## config.mk

```make
export PLATFORM = sky130hd
export DESIGN_NAME = operand_loader
export DESIGN_NICKNAME = d
export VERILOG_FILES = /design/src/rtl/operand_loader.sv
export SDC_FILE = /design/constraint.sdc
export NUM_CORES = 1
export LEC_CHECK = 0
export BUFFER_PORTS_ARGS = -buffer_cell sky130_fd_sc_hd__buf_2
export CAP_MARGIN = 30
export CORE_UTILIZATION = 30
export CTS_CLUSTER_DIAMETER = 80
export DETAILED_ROUTE_END_ITERATION = 6
export HOLD_SLACK_MARGIN = 0.15
export PLACE_DENSITY_LB_ADDON = 0.25
export REMOVE_ABC_BUFFERS = 1
export SYNTH_ARGS = -nofsm -noshare
export SYNTH_HDL_FRONTEND = slang
export SYNTH_SLANG_ARGS = --single-unit
```

## constraint.sdc

```tcl
create_clock -name clk -period 1.5 [get_ports clk]
set_clock_uncertainty 0.1 [all_clocks]
set_input_delay 0.075 -clock clk [delete_from_list [all_inputs] [get_ports clk]]
set_output_delay 0.075 -clock clk [all_outputs]
set_load 0.05 [all_outputs]
```

## src/rtl/operand_loader.sv

```systemverilog
// -----------------------------------------------------------------------------
// operand_loader
//
// Operand-fetch stage feeding the systolic array's top and left input buffers.
// On a start command it reads MATRIX_SIZE consecutive DPRAM bytes, beginning at
// base_addr, and writes them to buffer addresses 0..MATRIX_SIZE-1 of the
// selected buffer. It can optionally end with a one-cycle swap pulse to that
// buffer. Sequence: IDLE -> READ -> DRAIN -> (SWAP) -> DONE -> IDLE.
//
// Optional feature: define OPERAND_LOADER_STRIDE_EN to add a 'stride' input.
// The stride is latched at start, and the read address becomes
// base + rd_idx*stride, wrapping modulo 2^DP_ADDR_WIDTH. Without the macro the
// stride is fixed at 1.
//
// Ports:
//   clk, rst            clock, asynchronous active-high reset
//   start               command strobe (sampled only in IDLE)
//   sel_top             1 = top buffer, 0 = left buffer (latched at start)
//   swap_req            pulse the selected swap_buffers after loading (latched)
//   base_addr           first DPRAM address (latched at start)
//   stride              address step (only with OPERAND_LOADER_STRIDE_EN)
//   busy                high from the cycle after accept through DONE
//   done                one-cycle completion pulse
//   ram_addr, ram_dout  DPRAM read port (synchronous read, 1-cycle latency)
//   load_en_*, addr_*, data_in_*, swap_buffers_*   top / left buffer ports
// -----------------------------------------------------------------------------
module operand_loader #(
  parameter int DATA_WIDTH    = 8,
  parameter int MATRIX_SIZE   = 8,  // must be >= 2
  parameter int ADDR_WIDTH    = $clog2(MATRIX_SIZE),
  parameter int DP_ADDR_WIDTH = 10
) (
  input  logic                     clk,
  input  logic                     rst,
  input  logic                     start,
  input  logic                     sel_top,
  input  logic                     swap_req,
  input  logic [DP_ADDR_WIDTH-1:0] base_addr,
`ifdef OPERAND_LOADER_STRIDE_EN
  input  logic [DP_ADDR_WIDTH-1:0] stride,
`endif
  output logic                     busy,
  output logic                     done,
  output logic [DP_ADDR_WIDTH-1:0] ram_addr,
  input  logic [DATA_WIDTH-1:0]    ram_dout,
  output logic                     load_en_top,
  output logic [ADDR_WIDTH-1:0]    addr_top,
  output logic [DATA_WIDTH-1:0]    data_in_top,
  output logic                     swap_buffers_top,
  output logic                     load_en_left,
  output logic [ADDR_WIDTH-1:0]    addr_left,
  output logic [DATA_WIDTH-1:0]    data_in_left,
  output logic                     swap_buffers_left
);

  typedef enum logic [2:0] {
    S_IDLE,
    S_READ,
    S_DRAIN,
    S_SWAP,
    S_DONE
  } state_t;

  localparam logic [ADDR_WIDTH-1:0] LAST_IDX = ADDR_WIDTH'(MATRIX_SIZE - 1);

  state_t                  state;
  logic [ADDR_WIDTH-1:0]   rd_idx;
  logic                    sel_top_q;
  logic                    swap_q;
  logic [DP_ADDR_WIDTH-1:0] stride_q;

  // One-deep load pipeline: the read issued in a READ cycle returns data in
  // the next cycle, so this tags that cycle with the buffer index.
  logic                    ld_valid;
  logic [ADDR_WIDTH-1:0]   ld_idx;

`ifndef OPERAND_LOADER_STRIDE_EN
  assign stride_q = DP_ADDR_WIDTH'(1);
`endif

  // NOTE: state registers use non-blocking (<=) assignments so that every
  // flop samples pre-edge values regardless of statement order.
  always_ff @(posedge clk or posedge rst) begin
    if (rst) begin
      state             <= S_IDLE;
      rd_idx            <= '0;
      sel_top_q         <= 1'b0;
      swap_q            <= 1'b0;
      ram_addr          <= '0;
      ld_valid          <= 1'b0;
      ld_idx            <= '0;
      busy              <= 1'b0;
      done              <= 1'b0;
      swap_buffers_top  <= 1'b0;
      swap_buffers_left <= 1'b0;
`ifdef OPERAND_LOADER_STRIDE_EN
      stride_q          <= '0;
`endif
    end else begin
      // Single-cycle pulses default low; only the states below raise them.
      ld_valid          <= 1'b0;
      ld_idx            <= '0;
      done              <= 1'b0;
      swap_buffers_top  <= 1'b0;
      swap_buffers_left <= 1'b0;

      unique case (state)
        S_IDLE: begin
          if (start) begin
            state     <= S_READ;
            busy      <= 1'b1;
            sel_top_q <= sel_top;
            swap_q    <= swap_req;
            rd_idx    <= '0;
            // Address for rd_idx = 0 is the base itself.
            ram_addr  <= base_addr;
`ifdef OPERAND_LOADER_STRIDE_EN
            stride_q  <= stride;
`endif
          end
        end

        S_READ: begin
          ld_valid <= 1'b1;
          ld_idx   <= rd_idx;
          if (rd_idx == LAST_IDX) begin
            // ram_addr holds its final value through DRAIN.
            state <= S_DRAIN;
          end else begin
            rd_idx   <= rd_idx + ADDR_WIDTH'(1);
            // Running sum equals base + rd_idx*stride, wrapping naturally.
            ram_addr <= ram_addr + stride_q;
          end
        end

        S_DRAIN: begin
          if (swap_q) begin
            state             <= S_SWAP;
            swap_buffers_top  <= sel_top_q;
            swap_buffers_left <= ~sel_top_q;
          end else begin
            state <= S_DONE;
            done  <= 1'b1;
          end
        end

        S_SWAP: begin
          state <= S_DONE;
          done  <= 1'b1;
        end

        S_DONE: begin
          state <= S_IDLE;
          busy  <= 1'b0;
        end

        default: begin
          state <= S_IDLE;
          busy  <= 1'b0;
        end
      endcase
    end
  end

  // Buffer write ports. Read data is only valid in the cycle after its
  // address, so data_in passes ram_dout straight through while the pipeline
  // register is valid. Idle ports drive zeros.
  assign load_en_top  = ld_valid & sel_top_q;
  assign load_en_left = ld_valid & ~sel_top_q;

  assign addr_top     = load_en_top  ? ld_idx   : '0;
  assign data_in_top  = load_en_top  ? ram_dout : '0;
  assign addr_left    = load_en_left ? ld_idx   : '0;
  assign data_in_left = load_en_left ? ram_dout : '0;

endmodule

```

==> flow_summary.ini <==
[job]
maxCapViolCount = 0

[worst_setup_path]
cp_max_fo = 10
r2r-start = state[2]
worstPathRequired_ps = 1560
reg2reg_to = ram_addr[9]
timing_worst_setup_path_type = flip-flop to flip-flop
end_kind = flip-flop
ff2ff_path_depth = 5
cp-start-kind = flip-flop
arrival_ps = 1630
rrSetupSlack_ps = -60

[grt]
grt_pass1_vias = 1402
grt_usage = 0.1537
overflow = 0
grt_pass1_wl_microns = 6265
grt_max_degree = 27
antenna_found_initial = 0

[logic_synthesis]
synthesis.area_sq_um = 1434
synth_cell_type_count = 36
syn-mean-instance-area_sq_um = 9.192
async_reset_ff_frac = 1.000
ys_seq_area_frac = 0.4538
yosys_warnings = 0
synth_top_area_cell = dfrtp_1
synth_top_area_frac = 0.4538
ys_top_cells_by_area = dfrtp_1 (45%), and2_1 (7.0%), and3_1 (5.2%)
yosysMostFrequentCell = dfrtp_1
ys_ff_latch = 26
ys_top_cells_by_count = dfrtp_1 (26), and2_1 (16), nand2_1 (13)
netlist_instances = 156
synth_edf_count = 0
ys.flop_type = dfrtp_1

[place]
dpl_worst_slack_ps = -144.5
dp_hpwl_microns = 2635
dp.cells = 289
finalWeightedCongestion = 0.7407
io_buffers = 60

[status]
status = finished, violations left
violations = DRC, setup timing

[sta]
timing.fmax_ghz = 0.6393
setup_viol = 7
hold-worst-slack_ps = 291.5
worstMarginPinSlew_ps = 335.9
period_needed_ps = 1564
rsz0062_at_grt = yes
hold_violations = 0
period_share = 1.043
fin_ws_ps = -64.13
slew_viol_final = 0
slew_headroom = 0.7761

[drt]
via_per_inst = 4.914
totalWireLength_microns = 4106
avgRoutedWirePerCell_microns = 13.08
vias = 1543
ant_nets = 0
drc = 9
drtIter0Drc = 51
first_pass_iters = 6

[cells_and_area]
area_growth_pct = 75.83
final_cells = 314
drive_above_1_share = 0.5153
antennaDiodeCount = 0
nets = 289
fill_cells = 395

[clock_tree]
cts_made_buffers = 3
clock_sinks = 26
cts_buffer_depth = 2
cts_tree = yes
clock_latency_ps = 270
clockRootBuffer = clkbuf_8
cts.clk_slew.worst_paths_ps = 90
htreeDepth = 1

[floorplan]
start_util = 0.3205
num_rows = 24
die-area_sq_um = 5060
die_x_microns = 71.14
die_h_microns = 71.14
fp.coreArea_sq_um = 4474
io_pins = 61

[hold_path]
min_path_type = primary input to async pin

[power]
p_total_mw = 6.153
p_per_area_nw_per_um2 = 2441
leakage_nw = 1.246
vdd_drop_max_mv = 1.793
## metal layers
metal / vias up / global-route usage / wire length [microns]
li1: 770 / - / -
met1: 713 / 0.1989 / 1724
met2: 58 / 0.2714 / 2135
met3: 2 / 0.02422 / 232
met4: 0 / 0.03333 / 14
met5: - / 0 / 0
## worst max path at each step
stage / startpoint / endpoint / slack (ps) / cells past startpoint
after global placement: rd_idx[0] / ram_addr[5] / -90 / 7
after detailed placement: rd_idx[0] / ram_addr[4] / -140 / 7
after CTS: state[1] / ram_addr[6] / -60 / 4
final: state[2] / ram_addr[9] / -60 / 5
after floorplan: sel_top_q / addr_left[0] / -630 / 2
after global routing: state[2] / ram_addr[4] / -170 / 5
## cells in the final DEF (no fill, tap or decap), types with 4 or more instances in the layout
cell / count
buf_2: 42
buf_4: 30
dfrtp_1: 26
dlygate4sd3_1: 14
and3_1: 12
nand2_1: 11
a21oi_1: 11
and2_4: 11
buf_8: 10
buf_6: 9
clkbuf_4: 8
nor2_1: 7
and2_1: 5
o21ai_0: 4
nand3_1: 4
o21ai_1: 4
## flip-flops by register name, indices dropped and copies added, names as in the netlist
signal / count
busy: 1
done: 1
ld_idx: 3
ld_valid: 1
ram_addr: 10
rd_idx: 3
sel_top_q: 1
state: 3
swap_buffers_left: 1
swap_buffers_top: 1
swap_q: 1
## through the flow
step	util	TNS [ps]	area, sq um
after detailed placement	0.4421	-765.0	1978
after global routing	0.5635	-1354	2521
after CTS	0.5056	-419.1	2262
final	0.5635	-313.3	2521
after floorplan	-	-8915	1373
after global placement	0.4421	-495.4	1978
## repair_timing
item	in CTS	in global routing
hold buffers	14	0
gates resized for setup	19	70
pin swaps	4	9
cloned	1	1
setup buffers	2	3
endpoints found under the setup margin	22	28
endpoints found under the hold margin	40	0
## worst max-delay path, stage by stage, from the launching register on
cell and delay, ps:
dfrtp_1 390, or3b_4 450, inv_4 130, nand2_1 60, o22a_1 150, o22a_1 170
## final cells by class
| cell class | count | area [sq um] | area share |
|---|---|---|---|
| sequential | 26 | 650.6 | 0.2581 |
| multi-input combinational | 114 | 825.8 | 0.3275 |
| tap | 52 | 65.06 | 0.02581 |
| timing repair buffer | 113 | 887.1 | 0.3519 |
| clock inverter | 1 | 30.03 | 0.01191 |
| clock buffer | 3 | 41.29 | 0.01638 |
| inverter | 5 | 21.27 | 0.008437 |
## where the power goes
group	switching, mW	internal [mW]	leakage (nW)
logic	2.55	1.79	0.895
registers	0.250	0.990	0.315
clock network	0.219	0.357	0.0357
total	3.02	3.13	1.25
## logic make-up after synthesis
group / after synthesis / share of synthesized area
muxes: 4 / 0.02967
AOI/OAI and AO/OA: 38 / 0.1658
DFF: 26 / 0.4537
adders and majority gates: 3 / 0.02618
buffers and inverters: 16 / 0.05584
and+or+nand+nor: 69 / 0.2688
Note: power is estimated with default switching activity, not from simulation.
